==> src/rtl/scnn_pkg.sv <==
// Shared definitions for the SCNN layer scheduler: FSM state encoding, network limits,
// the default layer-type map and small helpers used by the sequencer.
package scnn_pkg;

  localparam int MAX_LAYERS = 5;
  localparam int LAYER_W    = 3;
  localparam int ACC_W      = 8;

  // Bit i set -> layer i is a conv layer, clear -> fully connected.
  localparam logic [MAX_LAYERS-1:0] LAYER_TYPE_DEFAULT = 5'b00011;

  typedef enum logic [3:0] {
    ST_IDLE,
    ST_CFG,
    ST_LOAD_W,
    ST_LOAD_I,
    ST_RUN,
    ST_ACC,
    ST_READ,
    ST_NEXT,
    ST_FIN
  } sched_state_t;

  function automatic logic [LAYER_W-1:0] clamp_layers(input logic [LAYER_W-1:0] n);
    if (n > LAYER_W'(MAX_LAYERS)) begin
      return LAYER_W'(MAX_LAYERS);
    end
    return n;
  endfunction

  // A zero pass bound still means one iact/compute pass.
  function automatic logic [ACC_W-1:0] eff_bound(input logic [ACC_W-1:0] b);
    return (b == '0) ? ACC_W'(1) : b;
  endfunction

endpackage

==> src/rtl/scnn_layer_scheduler.sv <==
// Network-level layer sequencer: per layer a weight load, then iact-load/PE-run passes, then
// psum read-out; each step raises a registered level request and waits for its done pulse.
module scnn_layer_scheduler
  import scnn_pkg::*;
#(
  parameter logic [MAX_LAYERS-1:0] LAYER_TYPE = LAYER_TYPE_DEFAULT
) (
  input  logic               clock,
  input  logic               reset,
  input  logic               start,
  input  logic [LAYER_W-1:0] total_layers,
  input  logic [ACC_W-1:0]   psum_acc_times_bound,
  output logic [LAYER_W-1:0] layer_count,
  output logic               conv_flag,
  output logic               weight_load_req,
  input  logic               weight_load_done,
  output logic               iact_load_req,
  input  logic               iact_load_done,
  output logic               pe_run_req,
  input  logic               pe_run_done,
  output logic               psum_read_req,
  input  logic               psum_read_done,
  output logic [ACC_W-1:0]   psum_acc_times,
  output logic               busy,
  output logic               done
);

  sched_state_t       r_state;
  sched_state_t       w_next_state;
  logic [LAYER_W-1:0] r_layer;
  logic [LAYER_W-1:0] r_total;
  logic [ACC_W-1:0]   r_acc;
  logic               r_weight_load_req;
  logic               r_iact_load_req;
  logic               r_pe_run_req;
  logic               r_psum_read_req;
  logic               r_busy;
  logic               r_done;
  logic               w_last_layer;
  logic               w_pass_done;

  assign w_last_layer = (r_layer == r_total - LAYER_W'(1));
  // The bound is read live so the shape compiler may update it between passes.
  assign w_pass_done  = (r_acc >= eff_bound(psum_acc_times_bound));

  always_ff @(posedge clock) begin
    if (reset) begin
      r_state <= ST_IDLE;
    end else begin
      r_state <= w_next_state;
    end
  end

  always_comb begin
    w_next_state = r_state;
    case (r_state)
      ST_IDLE: begin
        if (start) begin
          w_next_state = (total_layers == '0) ? ST_FIN : ST_CFG;
        end
      end
      ST_CFG:    w_next_state = ST_LOAD_W;
      ST_LOAD_W: if (weight_load_done) w_next_state = ST_LOAD_I;
      ST_LOAD_I: if (iact_load_done)   w_next_state = ST_RUN;
      ST_RUN:    if (pe_run_done)      w_next_state = ST_ACC;
      ST_ACC:    w_next_state = w_pass_done ? ST_READ : ST_LOAD_I;
      ST_READ:   if (psum_read_done)   w_next_state = ST_NEXT;
      ST_NEXT:   w_next_state = w_last_layer ? ST_FIN : ST_CFG;
      ST_FIN:    w_next_state = ST_IDLE;
      default:   w_next_state = ST_IDLE;
    endcase
  end

  // Outputs decode the next state so each request is a flop that tracks its state exactly.
  always_ff @(posedge clock) begin
    if (reset) begin
      r_weight_load_req <= 1'b0;
      r_iact_load_req   <= 1'b0;
      r_pe_run_req      <= 1'b0;
      r_psum_read_req   <= 1'b0;
      r_busy            <= 1'b0;
      r_done            <= 1'b0;
    end else begin
      r_weight_load_req <= (w_next_state == ST_LOAD_W);
      r_iact_load_req   <= (w_next_state == ST_LOAD_I);
      r_pe_run_req      <= (w_next_state == ST_RUN);
      r_psum_read_req   <= (w_next_state == ST_READ);
      r_busy            <= (w_next_state != ST_IDLE);
      r_done            <= (w_next_state == ST_FIN);
    end
  end

  always_ff @(posedge clock) begin
    if (reset) begin
      r_layer <= '0;
      r_acc   <= '0;
      r_total <= '0;
    end else begin
      case (r_state)
        ST_IDLE: begin
          if (start) begin
            r_total <= clamp_layers(total_layers);
          end
        end
        ST_RUN: begin
          if (pe_run_done) begin
            r_acc <= r_acc + ACC_W'(1);
          end
        end
        ST_NEXT: begin
          if (!w_last_layer) begin
            r_layer <= r_layer + LAYER_W'(1);
            r_acc   <= '0;
          end
        end
        ST_FIN: begin
          r_layer <= '0;
          r_acc   <= '0;
        end
        default: begin
        end
      endcase
    end
  end

  assign layer_count     = r_layer;
  assign psum_acc_times  = r_acc;
  assign conv_flag       = LAYER_TYPE[r_layer];
  assign weight_load_req = r_weight_load_req;
  assign iact_load_req   = r_iact_load_req;
  assign pe_run_req      = r_pe_run_req;
  assign psum_read_req   = r_psum_read_req;
  assign busy            = r_busy;
  assign done            = r_done;

endmodule

==> config.mk <==
export PLATFORM = sky130hd
export DESIGN_NAME = scnn_layer_scheduler
export DESIGN_NICKNAME = d
export VERILOG_FILES = /design/src/rtl/scnn_pkg.sv /design/src/rtl/scnn_layer_scheduler.sv
export SDC_FILE = /design/constraint.sdc
export NUM_CORES = 1
export LEC_CHECK = 0
export CAP_MARGIN = 20
export CORE_MARGIN = 10
export CORE_UTILIZATION = 53
export DETAILED_ROUTE_END_ITERATION = 7
export PLACE_DENSITY = 0.84
export SKIP_LAST_GASP = 1
export SYNTH_ARGS = -nofsm -noshare
export SYNTH_HDL_FRONTEND = slang
export SYNTH_SLANG_ARGS = --single-unit
==> constraint.sdc <==
create_clock -name clock -period 2.9 [get_ports clock]
set_input_delay 0.29 -clock clock [delete_from_list [all_inputs] [get_ports clock]]
set_output_delay 0.29 -clock clock [all_outputs]
set_load 0.02 [all_outputs]
== Yosys cells after proc, flatten, opt, wreduce, memory -nomap -nowiden ==
Memories as Yosys holds them, arrays and structs flattened. A register that Yosys moved wholly into a read port is not among the register bits.
Index checks and enable logic that the tools add are counted.

* Reduce and logical (&&, ||, !) cells: 9
* Equality and inequality tests: 16
* Add/subtract/negate cells: 3
* $lt $le $gt $ge: 3
* Multiplexer cells: 24

{| class="wikitable"
|+ Operators by type and width
! kind !! count
|-
| $pmux 4 s8 || 1
|-
| $mux 4 || 7
|-
| $eq 4x3->1 const B || 6
|-
| $mux 8 || 3
|-
| $pmux 8 s3 || 1
|-
| $mux 3 || 6
|-
| $eq 4x2->1 const B || 4
|-
| $add 8x1->8 const B || 1
|-
| $eq 4x4->1 const B || 2
|-
| $ge 8x8->1 || 1
|-
| $logic_not 8->1 || 1
|-
| $pmux 3 s2 || 1
|-
| $mux 1 || 5
|-
| $eq 4x1->1 const B || 1
|-
| $logic_not 4->1 || 1
|-
| $lt 3x4->1 const B || 1
|-
| $ne 2x2->1 const B || 2
|-
| $reduce_and 2->1 || 2
|-
| $reduce_bool 4->1 || 1
|-
| $add 3x1->3 const B || 1
|-
| $eq 3x3->1 || 1
|-
| $gt 3x3->1 const B || 1
|-
| $logic_not 3->1 || 1
|-
| $reduce_and 3->1 || 1
|-
| other kinds (3) || 3
|}

* Register bits after elaboration: 24
* Memory bits (read-only): 8
* Word-level logic and storage cells: 66
* Bits of input ports: 18
* Memories kept: 1
* Output and inout port bits: 18

{| class="wikitable"
|+ Memories
! memory !! words !! width !! rd ports !! clocked after Yosys merged registers in !! wr ports !! RTL line !! source
|-
| (name not given) || 8 || 1 || 1 || 1 || 0 || scnn_layer_scheduler.sv:128 || <nowiki>assign conv_flag = LAYER_TYPE[r_layer];</nowiki>
|}

== Longest topological paths before layout ==
Gate-level depths: netlist of run 1.

* Depth after elaboration: 6
* Gate-level depth with buffers: 8

== Worst setup path before layout of run 1 ==
No wires, ideal clock.

* Kind: input-to-reg
* Start point: in psum_acc_times_bound[2]
* End point: reg r_iact_load_req (netlist: iact_load_req)
* Library setup time: 61 ps
* Stages on the path: 8
* Setup slack: 850 ps
* Arrival time: 1989 ps
* Required time: 2839 ps
* Path buffers: 0
* Path through: nor4_1 a41o_1 ha_1 and3_1 o21ai_0 a21oi_1 nor3_1 o2111a_1

* Longest elaborated chain between the ends: 6

{| class="wikitable"
|+ Ends and longest elaborated chain
! what !! RTL line !! source
|-
| start, declared || scnn_layer_scheduler.sv:12 || <nowiki>input logic [ACC_W-1:0] psum_acc_times_bound,</nowiki>
|-
| $logic_not 8->1 || scnn_pkg.sv:33 || <nowiki>return (b == '0) ? ACC_W'(1) : b;</nowiki>
|-
| $mux 8 (*) || scnn_pkg.sv:33 ||
|-
| $ge 8x8->1 (*) || scnn_layer_scheduler.sv:44 || <nowiki>assign w_pass_done = (r_acc >= eff_bound(psum_acc_times_bound));</nowiki>
|-
| $mux 3 (*) || scnn_layer_scheduler.sv:66 || <nowiki>ST_ACC: w_next_state = w_pass_done ? ST_READ : ST_LOAD_I;</nowiki>
|-
| $pmux 4 s8 (*) || scnn_layer_scheduler.sv:56 || <nowiki>case (r_state)</nowiki>
|-
| $eq 4x2->1 (*) || scnn_layer_scheduler.sv:85 || <nowiki>r_iact_load_req <= (w_next_state == ST_LOAD_I);</nowiki>
|-
| end signal, assigned || scnn_layer_scheduler.sv:85 ||
|-
| end, declared || scnn_layer_scheduler.sv:34 || <nowiki>logic r_iact_load_req;</nowiki>
|}

Every way passes the cells marked *; elsewhere a longest branch is shown, timed or not.
A chain may end at the register's enable or synchronous reset.

== Final worst setup path of run 1 ==
* Start point: reg r_total[0]
* End point: reg r_iact_load_req (netlist: iact_load_req)

* Longest elaborated chain between the ends: 5

{| class="wikitable"
|+ Ends and longest elaborated chain
! what !! RTL line !! source
|-
| start, declared || scnn_layer_scheduler.sv:31 || <nowiki>logic [LAYER_W-1:0] r_total;</nowiki>
|-
| start signal, assigned || scnn_layer_scheduler.sv:102 || <nowiki>r_total <= clamp_layers(total_layers);</nowiki>
|-
| $sub 3x1->3 || scnn_layer_scheduler.sv:42 || <nowiki>assign w_last_layer = (r_layer == r_total - LAYER_W'(1));</nowiki>
|-
| $eq 3x3->1 || scnn_layer_scheduler.sv:42 ||
|-
| $mux 4 || scnn_layer_scheduler.sv:68 || <nowiki>ST_NEXT: w_next_state = w_last_layer ? ST_FIN : ST_CFG;</nowiki>
|-
| $pmux 4 s8 || scnn_layer_scheduler.sv:56 ||
|-
| $eq 4x2->1 || scnn_layer_scheduler.sv:85 ||
|}

No other way between the ends.

==> out/qor.csv, run 1 <==
metric;value;unit
share of power burned in registers;0.550;
hold-critical path depth;2;
Clock Skew;6.058;ps
count of maximum capacitance violations;0;
final antenna diode count;0;
synth unique cells;53;
Tcrit/Tclk final;0.7535;
antenna violations before repair;0;
slew margin rel.;0.5697;
First-pass DRT Iterations;4;
mean post-synth cell area;9.071;um^2
most frequently used cell type in the post-synthesis netlist;dfxtp_1;
RSZ-0062 raised after global routing;no;
minimum period implied by the final worst setup slack;2185;ps
floorplan die area;5420;um^2
net switching share of the total power;0.2866;
start point of the critical path;r_total[0]$_SDFFE_PP0P_;
post-cts gate resize count;0;
area added between synthesis and finish;25.70;%
peak fanout along the critical path;13;
required time worst endpoint;3140;ps
number of ports placed on the die boundary;36;
number of synthesized flops with an enable pin;0;
initial detailed-routing violation count;72;
number of placement rows;19;
clock net sink count;25;
Post-synth ARST share;0;
average wire length per cell after detail routing;16.04;um
clock-pin slew on the worst setup and hold paths;140;ps
Hold Buf Count CTS;0;
Peak supply drop;0.2688;mV
synth top area cells;dfxtp_1 (33%), ha_1 (9.0%), nor2_1 (5.7%);
share of post-route cells with drive strength above 1;0.1078;
pin count of the biggest net entering global routing;16;
all-layer global routing usage;0.1479;
flop2flop setup slack;710;ps
detailed-placement wirelength estimate;3039;um
actual slew at the worst max-slew pin;645.5;ps
post-synthesis sequential element count;25;
cell leakage power;0.7416;nW
combinational share of power;0.207;
root buffer selected by CTS;clkbuf_4;
Worst Reg2Reg Path Length in Cells;6;
global placer's final weighted congestion;0.8321;
cell taking the most area after synthesis;dfxtp_1;
post-route core utilization;0.6946;
average vias per placed instance;5.762;
fraction of synthesized cell area taken by the top area cell type;0.3284;
global-route wire length before repair;6341;um
Net Sw Power;0.1924;mW
hold crit path type;reg2reg;
total number of yosys warnings;0;
y dimension of the die;73.62;um
cts bufs inserted;3;
PwrDens;350.4;nW/um^2
area taken by multi-input logic gates;935.9;um^2
total wirelength of the detailed-routed design;3770;um
CTS tree;done;
Worst Path Class, Setup;reg2reg;
number of global-route vias before repair;1375;
arrival time reported for the critical path endpoint;2430;ps
setup fix buffers added after clock tree synthesis;0;
Final Power;0.6712;mW
total area of sequential cells;500.5;um^2
commonest register cell after synthesis;dfxtp_1;
routed vias;1354;
Synthesized Nets;197;
number of max-slew violations in the final report;0;
number of DRC violations after detailed routing;0;
fill count;213;
Critical Path Sink;iact_load_req$_SDFF_PP0_;
launch point of the worst reg-to-reg path;r_total[0]$_SDFFE_PP0P_;
number of standard cells after synthesis;168;
final count of hold timing violations;0;
post-synthesis instance area;1524;um^2
Die Span X;73.62;um
Initial Util;0.5526;
Worst setup EP type;flop;
P_int;0.4788;mW
core footprint;2758;um^2
worst reg2reg path endpoint;iact_load_req$_SDFF_PP0_;
leading cell types by count after synthesis;dfxtp_1 (25), nor2_1 (23), inv_1 (13);
clock network fraction of total power;0.243;
final antenna-violating net count;0;
deepest clock path buffer count;2;
quantity of I/O buffers inserted on ports;35;
number of failing setup endpoints in the final timing report;0;
CP Launch Type;flop;
net total in the final layout;234;
run status;completed;
remaining global-route overflow;0;
part of the Yosys area used for sequential elements;0.3284;
fmax;457.6;MHz
number of H-tree branching levels;1;
Setup TNS;0;ps
insertion delay to the later sink of the worst-skew pair;330;ps
## cells by family (layout without fill, tap and decap cells)
| family | after synthesis | count (layout) | synth area share |
|---|---|---|---|
| and+or+nand+nor | 71 | 71 | 0.2841 |
| AOI/OAI and AO/OA | 29 | 29 | 0.1445 |
| DFF | 25 | 25 | 0.3284 |
| buffers and inverters | 18 | 54 | 0.05747 |
| adders and majority gates | 11 | 11 | 0.09031 |
| xor gates and xnor gates | 10 | 10 | 0.06814 |
| muxes | 4 | 4 | 0.02709 |
## power groups by stage
stage	Combinational [mW]	Sequential [mW]	Clock [mW]
after floorplan	0.0911	0.375	0
after detailed placement	0.139	0.376	0
after global placement	0.134	0.376	0
final	0.139	0.369	0.163
after CTS	0.139	0.369	0.168
after global routing	0.153	0.370	0.174
## through the flow
| step | setup slack (ps) | hold WS (ps) | cell area, um^2 | std cells |
|---|---|---|---|---|
| after detailed placement | 384.1 | 453.7 | 1889 | 231 |
| after CTS | 731.4 | 473.0 | 1916 | 235 |
| after global placement | 466.0 | 440.9 | 1889 | 231 |
| after global routing | 494.4 | 502.5 | 1916 | 235 |
| after floorplan | 850.0 | 362.8 | 1524 | 168 |
| final | 714.8 | 469.7 | 1916 | 235 |
## cells in the final DEF, fill, tap and decap left out, drive strengths merged, types with 3 or more instances in the layout
master / n
mux2i: 3
dfxtp: 25
nor3: 3
clkbuf: 4
o21ai: 3
inv: 13
a21oi: 11
nor2: 24
clkdlybuf4s50: 35
a211oi: 4
xnor2: 9
nand3: 8
nand4: 3
nand2: 9
nor4b: 4
ha: 11
## final cells by class
type                    count  area share
flip-flops and latches     25      0.2613
multi-input cells         125      0.4886
inverters                  13     0.02547
repair buffers             37      0.1907
clock buffers               4     0.01372
well taps                  31     0.02025
## registers in the layout, summed over array words and instances (netlist names), 3 cells and up
| register | count |
|---|---|
| r_state | 4 |
| psum_acc_times | 8 |
| r_total | 3 |
| layer_count | 3 |
## how the worst min path moves through the flow
stage	start	to	slack, ps
floorplan	reset	r_total[0]$_SDFFE_PP0P_	360
global placement	r_total[1]$_SDFFE_PP0P_	r_total[1]$_SDFFE_PP0P_	440
detailed placement	r_total[1]$_SDFFE_PP0P_	r_total[1]$_SDFFE_PP0P_	450
CTS	r_total[1]$_SDFFE_PP0P_	r_total[1]$_SDFFE_PP0P_	470
global route	r_total[1]$_SDFFE_PP0P_	r_total[1]$_SDFFE_PP0P_	500
finish	r_total[1]$_SDFFE_PP0P_	r_total[1]$_SDFFE_PP0P_	470
## routing by layer
metal	vias to the layer above	track usage	share of wire
li1	670	-	-
met1	639	0.1557	0.38
met2	34	0.2604	0.52
met3	11	0.04172	0.065
met4	0	0.07453	0.027
met5	-	0	0
## worst max-delay path, cell delays in order (launching register included)
cell and delay, ps:
dfxtp_1 390, inv_1 80, ha_1 320, xnor2_1 210, o31ai_4 640, nand3_4 180, o2111a_1 280
Power figures use the tool's default switching activity.
==> inputs of run 2 (changes only) <==
Settings changed: CORE_UTILIZATION 53 to 44, PLACE_DENSITY 0.84 to 0.75.
Clock period 2.9 ns to 1.85 ns, I/O delays scaled along.
==> run 2 against run 1 <==
Final cell count rose by 18%. Combinational power up 130%. Die area up 15%. Worst hold slack gained 16 ps. Count of clock-buffer cells in the layout did not move. Sequential share of layout area fell by 4.6 points.
==> out/qor.csv, run 2 (same netlist as run 1, synthesis figures left out) <==
metric;value;unit;change
run status;completed;;unchanged
Critical Path Sink;r_state[0]$_SDFF_PP0_;;was iact_load_req$_SDFF_PP0_
y dimension of the die;78.85;um;was 73.62 um
Die Span X;78.85;um;was 73.62 um
quantity of I/O buffers inserted on ports;35;;unchanged
core footprint;3337;um^2;was 2758 um^2
hold crit path type;reg2reg;;unchanged
number of DRC violations after detailed routing;0;;unchanged
deepest clock path buffer count;2;;unchanged
Worst Reg2Reg Path Length in Cells;8;;was 6
net switching share of the total power;0.2913;;was 0.2866
Initial Util;0.4567;;was 0.5526
critical path's slowest cell;nor4_2;;was o31ai_4
actual slew at the worst max-slew pin;503.8;ps;was 645.5 ps
Worst setup EP type;flop;;unchanged
required time worst endpoint;2130;ps;was 3140 ps
Hold Buf Count CTS;0;;unchanged
number of global-route vias before repair;1529;;was 1375
First-pass DRT Iterations;4;;unchanged
minimum period implied by the final worst setup slack;1822;ps;
number of ports placed on the die boundary;36;;unchanged
arrival time reported for the critical path endpoint;2110;ps;was 2430 ps
combinational share of power;0.280;;was 0.207
Tcrit/Tclk final;0.9847;;
P_int;0.8079;mW;was 0.4788 mW
all-layer global routing usage;0.1366;;was 0.1479
Worst path max stage delay;330;ps;was 640 ps
average wire length per cell after detail routing;16.47;um;was 16.04 um
clock-pin slew on the worst setup and hold paths;140;ps;about the same
CTS tree;done;;unchanged
net total in the final layout;262;;was 234
slew margin rel.;0.6641;;was 0.5697
number of failing setup endpoints in the final timing report;0;;unchanged
cts bufs inserted;3;;unchanged
cell leakage power;0.9627;nW;was 0.7416 nW
sum of met2 wire segment lengths after detailed routing;2501;um;was 1978 um
RSZ-0062 raised after global routing;yes;;was no
final count of hold timing violations;0;;unchanged
remaining global-route overflow;0;;unchanged
peak fanout along the critical path;3;;was 13
worst reg2reg path endpoint;conv_flag$_SDFF_PP0_;;was iact_load_req$_SDFF_PP0_
top sig layer;met4;;unchanged
DR WL met3;216;um;was 244 um
insertion delay to the later sink of the worst-skew pair;320;ps;was 330 ps
number of H-tree branching levels;1;;unchanged
Setup TNS;0;ps;unchanged
post-route core utilization;0.7015;;was 0.6946
CP Launch Type;input pin;;was flop
Clock Skew;4.726;ps;was 6.058 ps
Net Sw Power;0.3321;mW;was 0.1924 mW
number of placement rows;21;;was 19
global placer's final weighted congestion;0.8301;;was 0.8321
area post-placement;2101;um^2;was 1889 um^2
sum of routed wire segments on met1;1743;um;was 1446 um
launch point of the worst reg-to-reg path;r_total[1]$_SDFFE_PP0P_;;was r_total[0]$_SDFFE_PP0P_
detailed-placement wirelength estimate;3265;um;was 3039 um
antenna violations before repair;0;;unchanged
Worst Path Class, Setup;in2reg;;was reg2reg
flop2flop setup slack;30;ps;was 710 ps
global-route wire length before repair;7044;um;was 6341 um
final cell area excluding filler cells;2341;um^2;was 1916 um^2
initial detailed-routing violation count;111;;was 72
most frequent cells in the layout;clkdlybuf4s50_1 (28), buf_4 (28), nor2_1 (23), dfxtp_1 (23);;was clkdlybuf4s50_1 (35), dfxtp_1 (25), nor2_1 (23)
hold-critical path depth;2;;unchanged
average vias per placed instance;5.360;;was 5.762
routed vias;1490;;was 1354
clock network fraction of total power;0.220;;was 0.243
number of max-slew violations in the final report;0;;unchanged
PwrDens;487.0;nW/um^2;was 350.4 nW/um^2
root buffer selected by CTS;clkbuf_4;;unchanged
count of maximum capacitance violations;0;;unchanged
fill count;241;;was 213
worst path cell trace;dlymetal6s2s_1 > nor4_2 > a41o_1 > ha_1 > and3_4 > o21ai_4 > a21oi_2 > nor3_2 > buf_4 > o21ba_4;;was inv_1 > ha_1 > xnor2_1 > o31ai_4 > nand3_4 > o2111a_1
fmax;548.9;MHz;
floorplan die area;6217;um^2;was 5420 um^2
worst-case hold slack;486.0;ps;was 469.7 ps
Peak supply drop;0.5399;mV;was 0.2688 mV
pin count of the biggest net entering global routing;16;;unchanged
final antenna-violating net count;0;;unchanged
worst slack after detailed placement;-470.6;ps;was 384.1 ps
start point of the critical path;psum_acc_times_bound[3];;was r_total[0]$_SDFFE_PP0P_
final antenna diode count;0;;unchanged
clock net sink count;25;;unchanged
total wirelength of the detailed-routed design;4578;um;was 3770 um
area added between synthesis and finish;53.61;%;was 25.70%
post-route worst setup slack;28.29;ps;was 714.8 ps
share of post-route cells with drive strength above 1;0.3060;;was 0.1078
number of flip-flops under the largest register name;8;;unchanged
share of power burned in registers;0.500;;was 0.550
==> run 2: power groups by stage <==
stage | combinational, mW | clock (mW) | sequential (mW)
6_report | 0.319 | 0.250 | 0.570
5_1_grt | 0.343 | 0.282 | 0.573
3_3_place_gp | 0.261 | 0 | 0.578
4_1_cts | 0.282 | 0.257 | 0.568
3_5_place_dp | 0.269 | 0 | 0.579
2_1_floorplan | 0.143 | 0 | 0.587
==> run 2: cell type report <==
class                   instances  area [um^2]  area share
flip-flops and latches         25        503.0      0.2149
well taps                      46        57.56     0.02459
multi-input cells             125         1105      0.4719
inverters                      13        48.80     0.02084
clock buffers                   4        26.28     0.01122
repair buffers                 65        600.6      0.2565
==> run 2: how the worst min path moves through the flow <==
stage	from	endpoint
2_1_floorplan	reset	r_total[0]$_SDFFE_PP0P_
3_3_place_gp	r_total[1]$_SDFFE_PP0P_	r_total[1]$_SDFFE_PP0P_
3_5_place_dp	r_total[1]$_SDFFE_PP0P_	r_total[1]$_SDFFE_PP0P_
4_1_cts	r_total[1]$_SDFFE_PP0P_	r_total[1]$_SDFFE_PP0P_
5_1_grt	r_total[1]$_SDFFE_PP0P_	r_total[1]$_SDFFE_PP0P_
6_report	r_total[1]$_SDFFE_PP0P_	r_total[1]$_SDFFE_PP0P_
==> run 2: routing by layer <==
metal	up-vias	global-route usage
met5	-	0
met4	0	0.04122
met3	12	0.03941
met2	40	0.2475
met1	712	0.1502
li1	726	-
==> run 2: timing repair <==
item,4_1_cts,5_1_grt
endpoints found under the setup margin,9,13
resized for setup,10,30
buffers inserted,2,2
endpoints found under the hold margin,0,0
pin swaps,8,16
==> run 2: worst max-delay path, delay by kind of cell <==
family | cells | cell delay, ps
compound gates | 4 | 660
buf+inv | 2 | 350
fa+ha+maj | 1 | 230
simple gates | 3 | 700
==> run 2: per-stage QoR <==
step / instances / power, mW
after floorplan: 168 / 0.7300
after global placement: 271 / 0.8387
after detailed placement: 271 / 0.8483
after CTS: 277 / 1.107
after global routing: 278 / 1.198
final: 278 / 1.140
==> inputs of run 3 (changes only) <==
Settings changed: CORE_ASPECT_RATIO from default to 2.
==> run 3 against run 2 <==
Register-to-register slack barely moved. Sequential power hardly changed. Clock power increased by 35%. Utilization shrank 1.1 points. Total power up 7.2%. Die area rose by 2.3%. Setup slack gained 11 ps. Fmax increased by 0.58%.
==> out/qor.csv, run 3 (same netlist as run 1, synthesis figures left out) <==
metric;value;unit;change
most common cell after layout, fill and taps aside;buf_4;;
fill count;255;;was 241
floorplan die area;6361;um^2;was 6217 um^2
post-route core utilization;0.6907;;was 0.7015
number of max-slew violations in the final report;0;;unchanged
hold crit path type;reg2reg;;unchanged
post-route worst setup slack;38.85;ps;was 28.29 ps
global-route wire length before repair;7203;um;was 7044 um
number of placement rows;30;;was 21
CP Launch Type;flop;;was input pin
total wirelength of the detailed-routed design;4614;um;was 4578 um
share of post-route cells with drive strength above 1;0.3248;;was 0.3060
arrival time reported for the critical path endpoint;1980;ps;was 2110 ps
Final Power;1.222;mW;was 1.140 mW
count of maximum capacitance violations;0;;unchanged
minimum period implied by the final worst setup slack;1811;ps;was 1822 ps
Initial Util;0.4511;;was 0.4567
number of H-tree branching levels;1;;unchanged
Peak supply drop;0.5157;mV;was 0.5399 mV
y dimension of the die;103.2;um;was 78.85 um
average vias per placed instance;5.620;;was 5.360
number of failing setup endpoints in the final timing report;0;;unchanged
PwrDens;523.8;nW/um^2;was 487.0 nW/um^2
First-pass DRT Iterations;4;;unchanged
Clock Skew;9.915;ps;was 4.726 ps
actual slew at the worst max-slew pin;456.9;ps;was 503.8 ps
final cell area excluding filler cells;2333;um^2;was 2341 um^2
pin count of the biggest net entering global routing;16;;unchanged
cts bufs inserted;3;;unchanged
final count of hold timing violations;0;;unchanged
fmax;552.1;MHz;was 548.9 MHz
average wire length per cell after detail routing;17.35;um;was 16.47 um
placed cell count;258;;was 271
net total in the final layout;264;;was 262
Worst setup EP type;flop;;unchanged
peak fanout along the critical path;3;;unchanged
insertion delay to the later sink of the worst-skew pair;280;ps;was 320 ps
area post-placement;2091;um^2;was 2101 um^2
number of DRC violations after detailed routing;0;;unchanged
final std cells w/o fill;266;;was 278
routed vias;1495;;was 1490
run status;completed;;unchanged
Die Span X;61.62;um;was 78.85 um
quantity of I/O buffers inserted on ports;35;;unchanged
global placer's final weighted congestion;0.8253;;was 0.8301
number of global-route vias before repair;1624;;was 1529
antenna violations before repair;0;;unchanged
final antenna diode count;0;;unchanged
initial detailed-routing violation count;34;;was 111
core footprint;3378;um^2;was 3337 um^2
RSZ-0062 raised after global routing;yes;;unchanged
worst slack after detailed placement;-611.4;ps;was -470.6 ps
clock-pin slew on the worst setup and hold paths;80;ps;was 140 ps
all-layer global routing usage;0.1486;;was 0.1366
clock net sink count;25;;unchanged
Worst Path Class, Setup;reg2reg;;was in2reg
required time worst endpoint;2020;ps;was 2130 ps
most frequent cells in the layout;buf_4 (31), clkdlybuf4s50_1 (27), nor2_1 (23), dfxtp_1 (23), inv_1 (11);;was clkdlybuf4s50_1 (28), buf_4 (28), nor2_1 (23), dfxtp_1 (23)
deepest clock path buffer count;2;;unchanged
cell leakage power;0.9306;nW;was 0.9627 nW
remaining global-route overflow;0;;unchanged
CTS tree;done;;unchanged
root buffer selected by CTS;clkbuf_8;;was clkbuf_4
number of ports placed on the die boundary;36;;unchanged
final antenna-violating net count;0;;unchanged
slew margin rel.;0.6954;;was 0.6641
Tcrit/Tclk final;0.9790;;was 0.9847
number of flip-flops under the largest register name;8;;unchanged
detailed-placement wirelength estimate;3489;um;was 3265 um
area added between synthesis and finish;53.12;%;was 53.61%
run 3: cell types whose count changed in the layout (fill, tap and decap cells not counted), moves of 3 or more:
cell            change
buf_4               +3
clkbuf_2            +4
dlygate4sd2_1       +3
inv_1               +3
inv_2               -3
dlymetal6s2s_1      -6
clkbuf_4            -3
clkbuf_8            +3
run 3: power breakdown:
part | internal (mW) | switching (mW)
Clock | 0.153 | 0.184
Combinational | 0.160 | 0.155
Sequential | 0.558 | 0.0123
Total | 0.871 | 0.351
run 3: stage by stage:
stage	TNS (ps)	hold slack [ps]
after floorplan	0	257.8
after global placement	-2333	446.3
after detailed placement	-3012	466.9
after CTS	0	479.6
after global routing	-156.9	490.5
final	0	471.5
run 3: routing by layer:
metal | global-route usage | routed length, um | part of all wire
met1 | 0.1256 | 1551 | 0.34
met2 | 0.2780 | 2514 | 0.54
met3 | 0.04156 | 261 | 0.057
met4 | 0.1003 | 286 | 0.062
met5 | 0 | 0 | 0
run 3: final timing paths:
check	from	end	slack (ps)	depth (start not counted)
setup / recovery	r_total[0]$_SDFFE_PP0P_	conv_flag$_SDFF_PP0_	40	8
hold / removal	r_total[1]$_SDFFE_PP0P_	r_total[1]$_SDFFE_PP0P_	470	2
setup reg to reg	r_total[0]$_SDFFE_PP0P_	conv_flag$_SDFF_PP0_	40	8
hold reg to reg	r_total[1]$_SDFFE_PP0P_	r_total[1]$_SDFFE_PP0P_	470	2
run 3: worst max-delay path, cell delays in order, from the launching register on:
cell     delay, ps
dfxtp_2        350
inv_2           50
ha_4           250
xnor2_4        140
buf_6          130
nor4b_4        330
or2_1          190
a21oi_2         70
o22a_1         200
run 3: cell type report:
| cell class | count | area, um^2 | area share |
|---|---|---|---|
| multi-input combinational | 125 | 1120 | 0.4799 |
| timing repair buffer | 67 | 573.1 | 0.2456 |
| sequential | 25 | 503.0 | 0.2155 |
| inverter | 13 | 48.80 | 0.02091 |
| clock buffer | 3 | 41.29 | 0.01769 |
| tap | 32 | 40.04 | 0.01716 |
| clock inverter | 1 | 7.507 | 0.003217 |
run 3: timing repair:
| item | in CTS | in global routing |
|---|---|---|
| setup endpoints to repair | 9 | 14 |
| resized for setup | 23 | 25 |
| buffers inserted | 3 | 2 |
| pin swaps | 12 | 13 |
| hold buffers | 0 | 0 |
| cloned | 0 | 0 |
